`src/rtl/com_pkg.sv`:
```
// Shared definitions for the com framer/parser family: bag type codes,
// address/length width and the payload-carrying rule.
package com_pkg;

    localparam int         RAM_AW        = 12;
    localparam logic [7:0] SYNC_BYTE_DEF = 8'hA5;

    typedef logic [RAM_AW-1:0] addr_t;

    localparam logic [3:0] BAG_INIT   = 4'h0;
    localparam logic [3:0] BAG_ACK    = 4'h1;
    localparam logic [3:0] BAG_NAK    = 4'h2;
    localparam logic [3:0] BAG_STL    = 4'h3;
    localparam logic [3:0] BAG_ERROR  = 4'h4;
    localparam logic [3:0] BAG_DIDX   = 4'h5;
    localparam logic [3:0] BAG_DPARAM = 4'h6;
    localparam logic [3:0] BAG_DDIDX  = 4'h7;
    localparam logic [3:0] BAG_DLINK  = 4'h8;
    localparam logic [3:0] BAG_DTYPE  = 4'h9;
    localparam logic [3:0] BAG_DTEMP  = 4'hA;
    localparam logic [3:0] BAG_DATA0  = 4'hD;
    localparam logic [3:0] BAG_DATA1  = 4'hE;

    typedef enum logic [3:0] {
        MAIN_IDLE,
        MAIN_WAIT,
        PREP,
        HEAD_SYNC,
        HEAD_HI,
        HEAD_LO,
        RAM_ADDR,
        RAM_TAKE,
        DATA_SEND,
        CSUM,
        DONE
    } tx_state_e;

    // Control bags (INIT/ACK/NAK/STL/ERROR) and unassigned codes carry no payload.
    function automatic logic has_payload(input logic [3:0] btype);
        case (btype)
            BAG_DIDX, BAG_DPARAM, BAG_DDIDX, BAG_DLINK,
            BAG_DTYPE, BAG_DTEMP, BAG_DATA0, BAG_DATA1: has_payload = 1'b1;
            default:                                    has_payload = 1'b0;
        endcase
    endfunction

endpackage

```
`src/rtl/com_tx_csum.sv`:
```
// XOR byte accumulator with synchronous clear and enable; nxt_o exposes the
// value the register will take so a framer can emit it in the same cycle.
module com_tx_csum (
    input  logic       clk,
    input  logic       rst,
    input  logic       clr_i,
    input  logic       en_i,
    input  logic [7:0] din_i,
    output logic [7:0] acc_o,
    output logic [7:0] nxt_o
);

    logic [7:0] acc_q;
    logic [7:0] acc_d;

    always_comb begin
        acc_d = acc_q;
        if (clr_i)
            acc_d = 8'h00;
        else if (en_i)
            acc_d = acc_q ^ din_i;
    end

    always_ff @(posedge clk) begin
        if (!rst)
            acc_q <= 8'h00;
        else
            acc_q <= acc_d;
    end

    assign acc_o = acc_q;
    assign nxt_o = acc_d;

endmodule

```
`src/rtl/com_tx.sv`:
```
// Byte-serial packet framer: sync, {btype,len} header, RAM payload, XOR
// checksum, presented as a registered valid/ready stream.
module com_tx
    import com_pkg::*;
#(
    parameter logic [7:0] SYNC_BYTE = SYNC_BYTE_DEF
) (
    input  logic              clk,
    input  logic              rst,
    input  logic              fs_tx,
    output logic              fd_tx,
    input  logic [3:0]        tx_btype,
    input  logic [RAM_AW-1:0] tx_ram_init,
    input  logic [RAM_AW-1:0] tx_ram_rlen,
    output logic [RAM_AW-1:0] ram_txa,
    input  logic [7:0]        ram_txd,
    output logic [7:0]        tx_data,
    output logic              tx_valid,
    input  logic              tx_ready
);

    tx_state_e   state_q, state_d;
    logic [3:0]  btype_q, btype_d;
    addr_t       addr_q,  addr_d;
    addr_t       len_q,   len_d;
    addr_t       txa_q,   txa_d;
    logic [7:0]  txd_q,   txd_d;
    logic        txv_q,   txv_d;
    logic        fd_q,    fd_d;

    logic        xfer;
    logic        csum_clr;
    logic        csum_en;
    logic [7:0]  csum_acc;
    logic [7:0]  csum_nxt;

    // A transfer needs a byte actually on offer; ready alone is ignored.
    assign xfer = txv_q & tx_ready;

    // Sync byte is excluded from the checksum, and the checksum byte itself
    // is never folded back in.
    assign csum_clr = (state_q == PREP);
    assign csum_en  = xfer && (state_q != HEAD_SYNC) && (state_q != CSUM);

    com_tx_csum u_csum (
        .clk   (clk),
        .rst   (rst),
        .clr_i (csum_clr),
        .en_i  (csum_en),
        .din_i (txd_q),
        .acc_o (csum_acc),
        .nxt_o (csum_nxt)
    );

    always_ff @(posedge clk) begin
        if (!rst) begin
            state_q <= MAIN_IDLE;
            btype_q <= 4'h0;
            addr_q  <= '0;
            len_q   <= '0;
            txa_q   <= '0;
            txd_q   <= 8'h00;
            txv_q   <= 1'b0;
            fd_q    <= 1'b0;
        end else begin
            state_q <= state_d;
            btype_q <= btype_d;
            addr_q  <= addr_d;
            len_q   <= len_d;
            txa_q   <= txa_d;
            txd_q   <= txd_d;
            txv_q   <= txv_d;
            fd_q    <= fd_d;
        end
    end

    always_comb begin
        state_d = state_q;
        btype_d = btype_q;
        addr_d  = addr_q;
        len_d   = len_q;
        case (state_q)
            MAIN_IDLE: state_d = MAIN_WAIT;
            MAIN_WAIT: if (fs_tx) state_d = PREP;
            PREP: begin
                btype_d = tx_btype;
                addr_d  = tx_ram_init;
                len_d   = has_payload(tx_btype) ? tx_ram_rlen : '0;
                state_d = HEAD_SYNC;
            end
            HEAD_SYNC: if (xfer) state_d = HEAD_HI;
            HEAD_HI:   if (xfer) state_d = HEAD_LO;
            HEAD_LO:   if (xfer) state_d = (len_q != '0) ? RAM_ADDR : CSUM;
            RAM_ADDR:  state_d = RAM_TAKE;
            RAM_TAKE:  state_d = DATA_SEND;
            DATA_SEND: begin
                if (xfer) begin
                    addr_d  = addr_q + addr_t'(1);
                    len_d   = len_q - addr_t'(1);
                    state_d = (len_q == addr_t'(1)) ? CSUM : RAM_ADDR;
                end
            end
            CSUM:      if (xfer) state_d = DONE;
            DONE:      if (!fs_tx) state_d = MAIN_WAIT;
            default:   state_d = MAIN_IDLE;
        endcase
    end

    // Outputs are registered: decode the state being entered so each byte
    // appears together with its state.
    always_comb begin
        txd_d = txd_q;
        txv_d = 1'b0;
        fd_d  = 1'b0;
        txa_d = txa_q;
        case (state_d)
            HEAD_SYNC: begin
                txv_d = 1'b1;
                txd_d = SYNC_BYTE;
            end
            HEAD_HI: begin
                txv_d = 1'b1;
                txd_d = {btype_d, len_d[11:8]};
            end
            HEAD_LO: begin
                txv_d = 1'b1;
                txd_d = len_d[7:0];
            end
            RAM_ADDR: txa_d = addr_d;
            DATA_SEND: begin
                txv_d = 1'b1;
                if (state_q == RAM_TAKE)
                    txd_d = ram_txd;
            end
            CSUM: begin
                txv_d = 1'b1;
                txd_d = csum_nxt;
            end
            DONE:    fd_d = 1'b1;
            default: ;
        endcase
    end

    assign tx_data  = txd_q;
    assign tx_valid = txv_q;
    assign fd_tx    = fd_q;
    assign ram_txa  = txa_q;

endmodule

```
`config.mk`:
```
export PLATFORM = sky130hd
export DESIGN_NAME = com_tx
export DESIGN_NICKNAME = d
export VERILOG_FILES = /design/src/rtl/com_pkg.sv /design/src/rtl/com_tx_csum.sv /design/src/rtl/com_tx.sv
export SDC_FILE = /design/constraint.sdc
export NUM_CORES = 1
export LEC_CHECK = 0
export ABC_CLOCK_PERIOD_IN_PS = 6300
export CORE_MARGIN = 2
export CORE_UTILIZATION = 59
export CTS_BUF_LIST = sky130_fd_sc_hd__clkbuf_8
export DETAILED_ROUTE_END_ITERATION = 7
export GPL_ROUTABILITY_DRIVEN = 0
export HOLD_SLACK_MARGIN = 0.05
export PLACE_DENSITY = 0.9
export SYNTH_ARGS = -nofsm -noshare
export SYNTH_HDL_FRONTEND = slang
export SYNTH_SLANG_ARGS = --single-unit
```
`constraint.sdc`:
```
create_clock -name clk -period 6.3 [get_ports clk]
set_clock_uncertainty 0.15 [all_clocks]
set_input_delay 1.26 -clock clk [delete_from_list [all_inputs] [get_ports clk]]
set_output_delay 1.26 -clock clk [all_outputs]
set_load 0.05 [all_outputs]
```
Word-level counts from Yosys, hierarchy flattened
Memories as Yosys holds them, arrays and structs flattened.
Index checks and enable logic that the tools add are counted.

storage, ports and cells
  register bits after elaboration = 62
  memory bits (read-only) = 16
  input bits = 40
  output and inout port bits = 22
  word-level logic and storage cells = 65
  memories = 1

memory list
  memory            words  width  read ports  clocked after Yosys merged registers in  write ports  line           text
  (name not given)  16     1      1           0                                        0            com_pkg.sv:40  case (btype)

operators by class
  add/subtract/negate cells = 2
  equality and inequality tests = 21
  mux-type cells = 23
  bitwise gates (word level) = 2
  reductions and logical operators = 7

operators with widths
  kind                   number
  $pmux 12 s2            2
  $pmux 4 s11            1
  $mux 4                 10
  $pmux 8 s5             1
  $mux 12                3
  $eq 4x3->1 const B     7
  $eq 4x4->1 const B     6
  $mux 8                 3
  $add 12x1->12 const B  1
  $eq 12x1->1 const B    1
  $eq 4x2->1 const B     3
  $reduce_bool 12->1     1
  $sub 12x1->12 const B  1
  $xor 8x8->8            1
  $reduce_bool 5->1      1
  $reduce_or 5->1        1
  $eq 4x1->1 const B     1
  $logic_not 4->1        1
  $ne 4x2->1 const B     1
  $ne 4x4->1 const B     1
  $mux 1                 3
  $logic_and 1x1->1      2
  $ne 2x2->1 const B     1
  $reduce_and 2->1       1
  $and 1x1->1            1

Logic depth before layout (Yosys ltp)
Gate-level depths: netlist of run 1.

  depth after elaboration = 7
  gate-level depth with buffers = 12
  mapped depth without buffers = 10

Modules after synthesis
From an unflattened synthesis of run 1, not the netlist that was laid out.

unflattened totals
  cell total of the unflattened synthesis = 435
  area, all modules = 3592.2 um2

by module, submodules not included
  module       times used  cells an instance  area an instance (um2)
  com_tx       1           390                3163.0
  com_tx_csum  1           45                 429.2

Worst setup path before layout of run 1
Ideal clock, no wire load.

  path type = input-to-reg
  from = in tx_ready
  to = reg txd_q[1] (netlist: tx_data[1])
  setup time = 0.122 ns
  arrival time = 2.971 ns
  data required time = 6.028 ns
  setup slack = 3.057 ns
  cell stages on the path = 8
  buffers on the path = 1
  cells stage by stage = and4bb_1 > buf_4 > nand4_1 > nor2b_4 > or3_4 > o31ai_4 > nor2_2 > a221o_1

between the ends
  longest elaborated chain between the ends = 6
  elaborated cells between the ends (all ways) = 22
  those cells by class = eq/ne (6); mux (11); bitwise (1); reduce/logical (4)

RTL lines
  item                                                      line                        text
  start, declared                                           com_tx.sv:19                input logic tx_ready
  $and 1x1->1 (*)                                           com_tx.sv:38                assign xfer = txv_q & tx_ready;
  $mux 4 (tied with other cells)                            com_tx.sv:103               CSUM: if (xfer) state_d = DONE;
  $pmux 4 s11 or $logic_and 1x1->1 (tied branches)          com_tx.sv:82, com_tx.sv:43
  $eq 4x4->1 (tied with other cells)                        com_tx.sv:116               case (state_d)
  $reduce_bool 5->1 (no line) (tied with other cells)       -
  $reduce_and 2->1 (no line) or $pmux 8 s5 (tied branches)  -
  end signal, assigned                                      com_tx.sv:71                txd_q <= txd_d;
  end, declared                                             com_tx.sv:27                logic [7:0] txd_q, txd_d;

Every way passes the cells marked *; elsewhere a longest branch is shown, timed or not.
A chain may end at the register's enable or synchronous reset.

Worst setup path after layout of run 1
  from = in tx_ready
  to = reg txd_q[6] (netlist: tx_data[6])

Same word-level chain as after synthesis.

==> results of run 1 <==
## power breakdown
part / switching [W] / total (W) / internal, W
Clock: 0.000168 / 0.000388 / 0.000220
Sequential: 0.0000266 / 0.000438 / 0.000412
Combinational: 0.000132 / 0.000218 / 0.0000854
Total: 0.000327 / 0.00104 / 0.000718
## through the flow
stage                     setup slack (ps)  hold WS, ps  std cells  total power [W]
after CTS                             2480          350        561          0.00103
after floorplan                       3060          290        433         0.000587
final                                 2420          350        561          0.00104
after global placement                2180          312        545         0.000653
after global routing                  2160          369        561          0.00108
after detailed placement              2150          317        545         0.000658
## flip-flops by register name (all words and copies together), names as in the netlist
signal / count
state_q: 4
len_q: 12
tx_valid: 1
u_csum.acc_o: 8
ram_txa: 12
tx_data: 8
addr_q: 12
fd_tx: 1
btype_q: 4
## layer usage
layer	routed length [um]	GRT usage [%]	part of all wire [%]	up-vias
li1	-	-	-	1689
met1	4070	40.6	40	1691
met2	4550	48.0	45	268
met3	1190	6.56	12	42
met4	326	17.6	3.2	0
met5	0	0	0	-
## cells in the final DEF, fill, tap and decap left out, types with 3 or more instances in the layout
master / n
nor2_1: 72
dfxtp_1: 62
clkdlybuf4s50_1: 61
nand2_1: 39
o21ai_0: 24
a21oi_1: 15
nor3_1: 13
nand3_1: 13
a221oi_1: 12
a31oi_1: 12
xor2_1: 11
inv_1: 10
or3_1: 9
clkbuf_8: 9
nand4_1: 8
a211oi_1: 8
and2_1: 6
nor2b_1: 6
nor4_1: 6
a221o_1: 6
mux2i_1: 6
ha_1: 6
o211ai_1: 5
nand2b_1: 5
nor3b_1: 4
and3_1: 4
or4b_1: 3
nor3_2: 3
## cells in the mapped netlist, types with 10 or more instances
master | count | area (sq um)
nand2_1 | 39 | 146
a221oi_1 | 12 | 105
a31oi_1 | 12 | 75.1
nor2_1 | 72 | 270
clkbuf_1 | 10 | 37.5
nor3_1 | 13 | 65.1
buf_2 | 14 | 70.1
xor2_1 | 11 | 96.3
a21oi_1 | 15 | 75.1
nand3_1 | 13 | 65.1
dfxtp_1 | 62 | 1240
o21ai_0 | 24 | 120
## cell families (layout without fill, tap and decap cells)
logic type               after synthesis  after routing  share of synthesized area (%)
buffers and inverters                 35             88                           4.55
AND/OR/NAND/NOR                      206            206                           31.2
XOR/XNOR                              11             11                           2.74
adder cells (fa/ha/maj)                6              6                           2.13
flip-flops                            62             62                           35.2
multiplexers                           6              6                           1.71
AO/OA/AOI/OAI                        107            107                           22.5
## worst reg2reg max path, delay by kind of cell, from the launching register on
| kind | cells | cell delay [ps] |
|---|---|---|
| AOI/OAI and AO/OA | 3 | 710 |
| muxes | 1 | 250 |
| DFF | 1 | 740 |
| and+or+nand+nor | 3 | 1640 |
## cell type report
cell class,count,area (sq um)
Multi-Input combinational cell,336,2120
Fill cell,400,1520
Sequential cell,62,1240
Timing Repair Buffer,63,626
Clock buffer,9,124
Tap cell,75,93.8
Clock inverter,7,90.1
Inverter,9,33.8
## worst paths after layout
kind              start          to  slack, ps  cells after the start
max            tx_ready  tx_data[6]       2420                      9
min          ram_txa[4]  ram_txa[4]        350                      2
max reg2reg  state_q[3]  tx_data[2]       2710                      7
min reg2reg  ram_txa[4]  ram_txa[4]        350                      2
==> flow_metrics.tcl, run 1 <==
set metrics [dict create \
    clk_buf_depth 2 \
    finalHoldViolations 0 \
    synth_edf_count 0 \
    synthesis.area_per_instance_sq_um 8.13 \
    highest_ir_drop_seen_on_vdd_mv 0.174 \
    period_share_pct 61.6 \
    grt_usage_pct 31.2 \
    cp_slowest_cell "or3_1" \
    critPathBufInv 1 \
    critical_path.max_fanout 16 \
    post_drt_via_cell_ratio 6.58 \
    rows 28 \
    synth-seq-area-share_pct 35.2 \
    worst_hold_path_type "flip-flop to flip-flop" \
    utilization_pct 74.0 \
    ys_seq_elements 62 \
    layout.cell_area.non_filler_sq_um 4330 \
    leakagePower_nw 1.54 \
    placed_inst_area_sq_um 4120 \
    setup_viol 0 \
    run_status "complete, no violations" \
    unrepaired_setup_endpoints_after_global_routing "false" \
    first_iter_violations 365 \
    design.final.nets 527 \
    hold_buffers 0 \
    hpwlAfterDp_um 7140 \
    cap_viol_max_count 0 \
    cts_buffers 9 \
    tritoncts "done" \
    clk-insertion-delay-late_ps 360 \
    fp.dieArea_sq_um 6600 \
    mapped_area_sq_um 3520 \
    cpLargestDelayFamily "simple AND/OR/NAND/NOR gates" \
    grt_pass1_wl_um 15600 \
    worst_ep_arrival_time_ps 3970 \
    antenna_cells_inserted 0 \
    worst_pin_slew_ps 911 \
    syn2layout_area_growth_pct 22.9 \
    die_width_um 81.3 \
    pin_count 62 \
    finalSetupTns_ps 0 \
    critical_path_required_ps 6390 \
    yosys.cell_types.count 64 \
    die_height_um 81.3 \
    cp_slowest_stage_delay_ps 580 \
    antenna_left 0 \
    routed_wl_um 10100 \
    grt_pass1_vias 3323 \
    post_synth_arst_share_pct 0 \
    antenna_violations_before_repair 0 \
    clkTransAtPathRegs_ps 80 \
    core_area_sq_um 5850 \
    cts_htree_levels 3 \
    timing_worst_setup_path_type "input pin to flip-flop" \
    cts-resized-gates 0 \
    num_vias 3690 \
    post-route-min-period_ps 3880 \
    cp-start-kind "input pin" \
    synth_nets 479 \
    timing.max_slew.rel_slack_pct 39.0 \
    numClockSinks 62 \
    count_of_synthesis_stage_warnings_from_yosys 0 \
    drv_slew 0 \
    grt_max_degree 26 \
    port-buffer-count 61 \
    cells_along_the_critical_path "clkdlybuf4s50_1 > and2_1 > o22ai_1 > nand2b_1 > a21oi_1 > or3_1 > o311ai_2 > a31oi_1 > a221o_1" \
    cts_root_buf "clkbuf_8" \
    wire_per_inst_um 18.1 \
    ratio_of_total_power_to_cell_area_nw_per_um2 241 \
    post_route_cells_drive_above_1_share_pct 7.61 \
    remaining_drc_errors 0 \
    crit_end_element "flip-flop" \
    post-cts-setup-buffers 0 \
    post_synth_inst_count 433 \
    timing.fmax_mhz 258 \
    synth_flop_cell "dfxtp_1" \
    initial_utilization_pct 60.2 \
    first_pass_iteration_count_of_the_detailed_router 5 \
    grt_remaining_overflow 0 \
]
No activity file was read; power rests on OpenSTA's default activity.
==> run 2: changes to the inputs <==
--- a/config.mk
+++ b/config.mk
@@ -5,14 +5,14 @@
 export SDC_FILE = /design/constraint.sdc
 export NUM_CORES = 1
 export LEC_CHECK = 0
-export ABC_CLOCK_PERIOD_IN_PS = 6300
+export ABC_CLOCK_PERIOD_IN_PS = 3900
 export CORE_MARGIN = 2
-export CORE_UTILIZATION = 59
+export CORE_UTILIZATION = 55
 export CTS_BUF_LIST = sky130_fd_sc_hd__clkbuf_8
 export DETAILED_ROUTE_END_ITERATION = 7
 export GPL_ROUTABILITY_DRIVEN = 0
 export HOLD_SLACK_MARGIN = 0.05
-export PLACE_DENSITY = 0.9
+export PLACE_DENSITY = 0.85
 export SYNTH_ARGS = -nofsm -noshare
 export SYNTH_HDL_FRONTEND = slang
 export SYNTH_SLANG_ARGS = --single-unit
==> constraint.sdc (replaced) <==
create_clock -name clk -period 3.9 [get_ports clk]
set_clock_uncertainty 0.15 [all_clocks]
set_input_delay 0.78 -clock clk [delete_from_list [all_inputs] [get_ports clk]]
set_output_delay 0.78 -clock clk [all_outputs]
set_load 0.05 [all_outputs]
==> flow_metrics.tcl, run 2 (same netlist as run 1, synthesis figures left out) <==
set metrics [dict create \
    run_status "complete, no violations" \
    worst_ep_arrival_time_ps 3470 \
    placedCellCount 557 \
    num_vias 3647 \
    r2r_end "tx_data[4]" \
    cts-resized-gates 0 \
    grt_remaining_overflow 0 \
    crit_end_element "flip-flop" \
    syn2layout_area_growth_pct 25.0 \
    ratio_of_total_power_to_cell_area_nw_per_um2 379 \
    critical_path.max_fanout 11 \
    cts_buffers 9 \
    first_iter_violations 307 \
    drv_slew 0 \
    grt_pass1_vias 3397 \
    cap_viol_max_count 0 \
    worst_pin_slew_ps 937 \
    clk_buf_depth 2 \
    fp.dieArea_sq_um 7060 \
    final_cell_count_no_fill 573 \
    tritoncts "done" \
    critPathBufInv 1 \
    timing.max_slew.rel_slack_pct 37.2 \
    clkTransAtPathRegs_ps 80 \
    pin_count 62 \
    clk-insertion-delay-late_ps 360 \
    cp_slowest_stage_delay_ps 610 \
    grt_usage_pct 29.3 \
    final.setup.worst_slack_ps 528 \
    first_pass_iteration_count_of_the_detailed_router 8 \
    antenna_left 0 \
    rows 29 \
    cts_root_buf "clkbuf_8" \
    core_area_sq_um 6280 \
    antenna_violations_before_repair 0 \
    finalHoldViolations 0 \
    remaining_drc_errors 0 \
    numClockSinks 62 \
    hpwlAfterDp_um 7510 \
    cp_slowest_cell "or3_1" \
    post-route-min-period_ps 3370 \
    period_share_pct 86.5 \
    fillCellCount 506 \
    worst-r2r-cell-count 8 \
    die_width_um 84.0 \
    grt_max_degree 32 \
    unrepaired_setup_endpoints_after_global_routing "false" \
    highest_ir_drop_seen_on_vdd_mv 0.250 \
    post_drt_via_cell_ratio 6.36 \
    cts_htree_levels 3 \
    grt_pass1_wl_um 16500 \
    most-common-layout-cells "72 x nor2_1, 62 x dfxtp_1, 61 x clkdlybuf4s50_1" \
    antenna_cells_inserted 0 \
    setup_viol 0 \
    pre_cts_slack_ps 204 \
    post-cts-setup-buffers 0 \
    critical_path_required_ps 3990 \
    timing_worst_setup_path_type "input pin to flip-flop" \
    die_height_um 84.0 \
    cells_along_the_critical_path "clkdlybuf4s50_1 > nand2_1 > a41o_1 > mux2i_1 > nor4_1 > or3_1 > o311ai_2 > a31oi_1 > a221o_1" \
    r2r_slack_ps 710 \
    wire_per_inst_um 18.1 \
    post_route_cells_drive_above_1_share_pct 9.48 \
    hold_start "btype_q[3]" \
    timing.fmax_mhz 297 \
    design.final.nets 537 \
    utilization_pct 70.1 \
    leakagePower_nw 1.58 \
    timing.rr.start "state_q[0]" \
    hold_buffers 0 \
    cpLargestDelayFamily "compound AO/OA/AOI/OAI gates" \
    worst_hold_path_type "flip-flop to flip-flop" \
    cp-start-kind "input pin" \
    logic_depth_of_the_worst_path_buffers_included 9 \
    worst_setup_path_endpoint "tx_data[4]" \
    most_common_cell_after_layout_fill_and_taps_aside "nor2_1" \
    initial_utilization_pct 56.1 \
    port-buffer-count 61 \
    fin_total_pwr_w 0.00167 \
    finalSetupTns_ps 0 \
    routed_wl_um 10400 \
    crit_path_start "tx_ready" \
]
-- run 2: cell types whose count changed in the layout (fill, tap and decap cells not counted), sizes merged --
| cell | delta |
|---|---|
| bufinv | -1 |
| clkinv | -1 |
| clkbuf | +2 |
| buf | +10 |
-- run 2: final cells by class --
cell class,instances,area [sq um],share of cell area (%)
inverters,9,33.8,0.767
repair buffers,73,701,15.9
clock buffers,11,151,3.44
multi-input cells,336,2120,48.2
flip-flops and latches,62,1240,28.2
well taps,77,96.3,2.19
clock inverters,5,58.8,1.34
-- run 2: per-stage QoR --
stage	instance area [sq um]	hold slack (ps)
after floorplan	3520	290
after global placement	4190	321
after detailed placement	4190	326
after CTS	4400	345
after global routing	4400	369
final	4400	343
-- run 2: metal layers --
metal	vias to the layer above	global-route usage [%]	routed length, um
met4	0	13.0	267
met1	1688	38.5	4300
met2	221	44.4	4730
met5	-	0	0
met3	27	8.31	1060
li1	1711	-	-
-- run 2: worst min-delay path by stage --
| stage | depth (start not counted) | endpoint | slack (ps) |
|---|---|---|---|
| 2_1_floorplan | 2 | btype_q[0] | 290 |
| 3_3_place_gp | 2 | btype_q[1] | 320 |
| 3_5_place_dp | 2 | btype_q[0] | 330 |
| 4_1_cts | 2 | btype_q[1] | 340 |
| 5_1_grt | 2 | btype_q[1] | 370 |
| 6_report | 2 | btype_q[3] | 340 |
-- run 2: where the power goes --
part / internal (W) / switching, W / total, W
clock: 0.000330 / 0.000267 / 0.000597
sequential: 0.000665 / 0.0000435 / 0.000709
combinational: 0.000145 / 0.000216 / 0.000361
-- run 2: tightest hold or removal path: stages (launching register included) --
cell and delay (ps):
dfxtp_1 310, mux2i_1 80, nor2_1 80
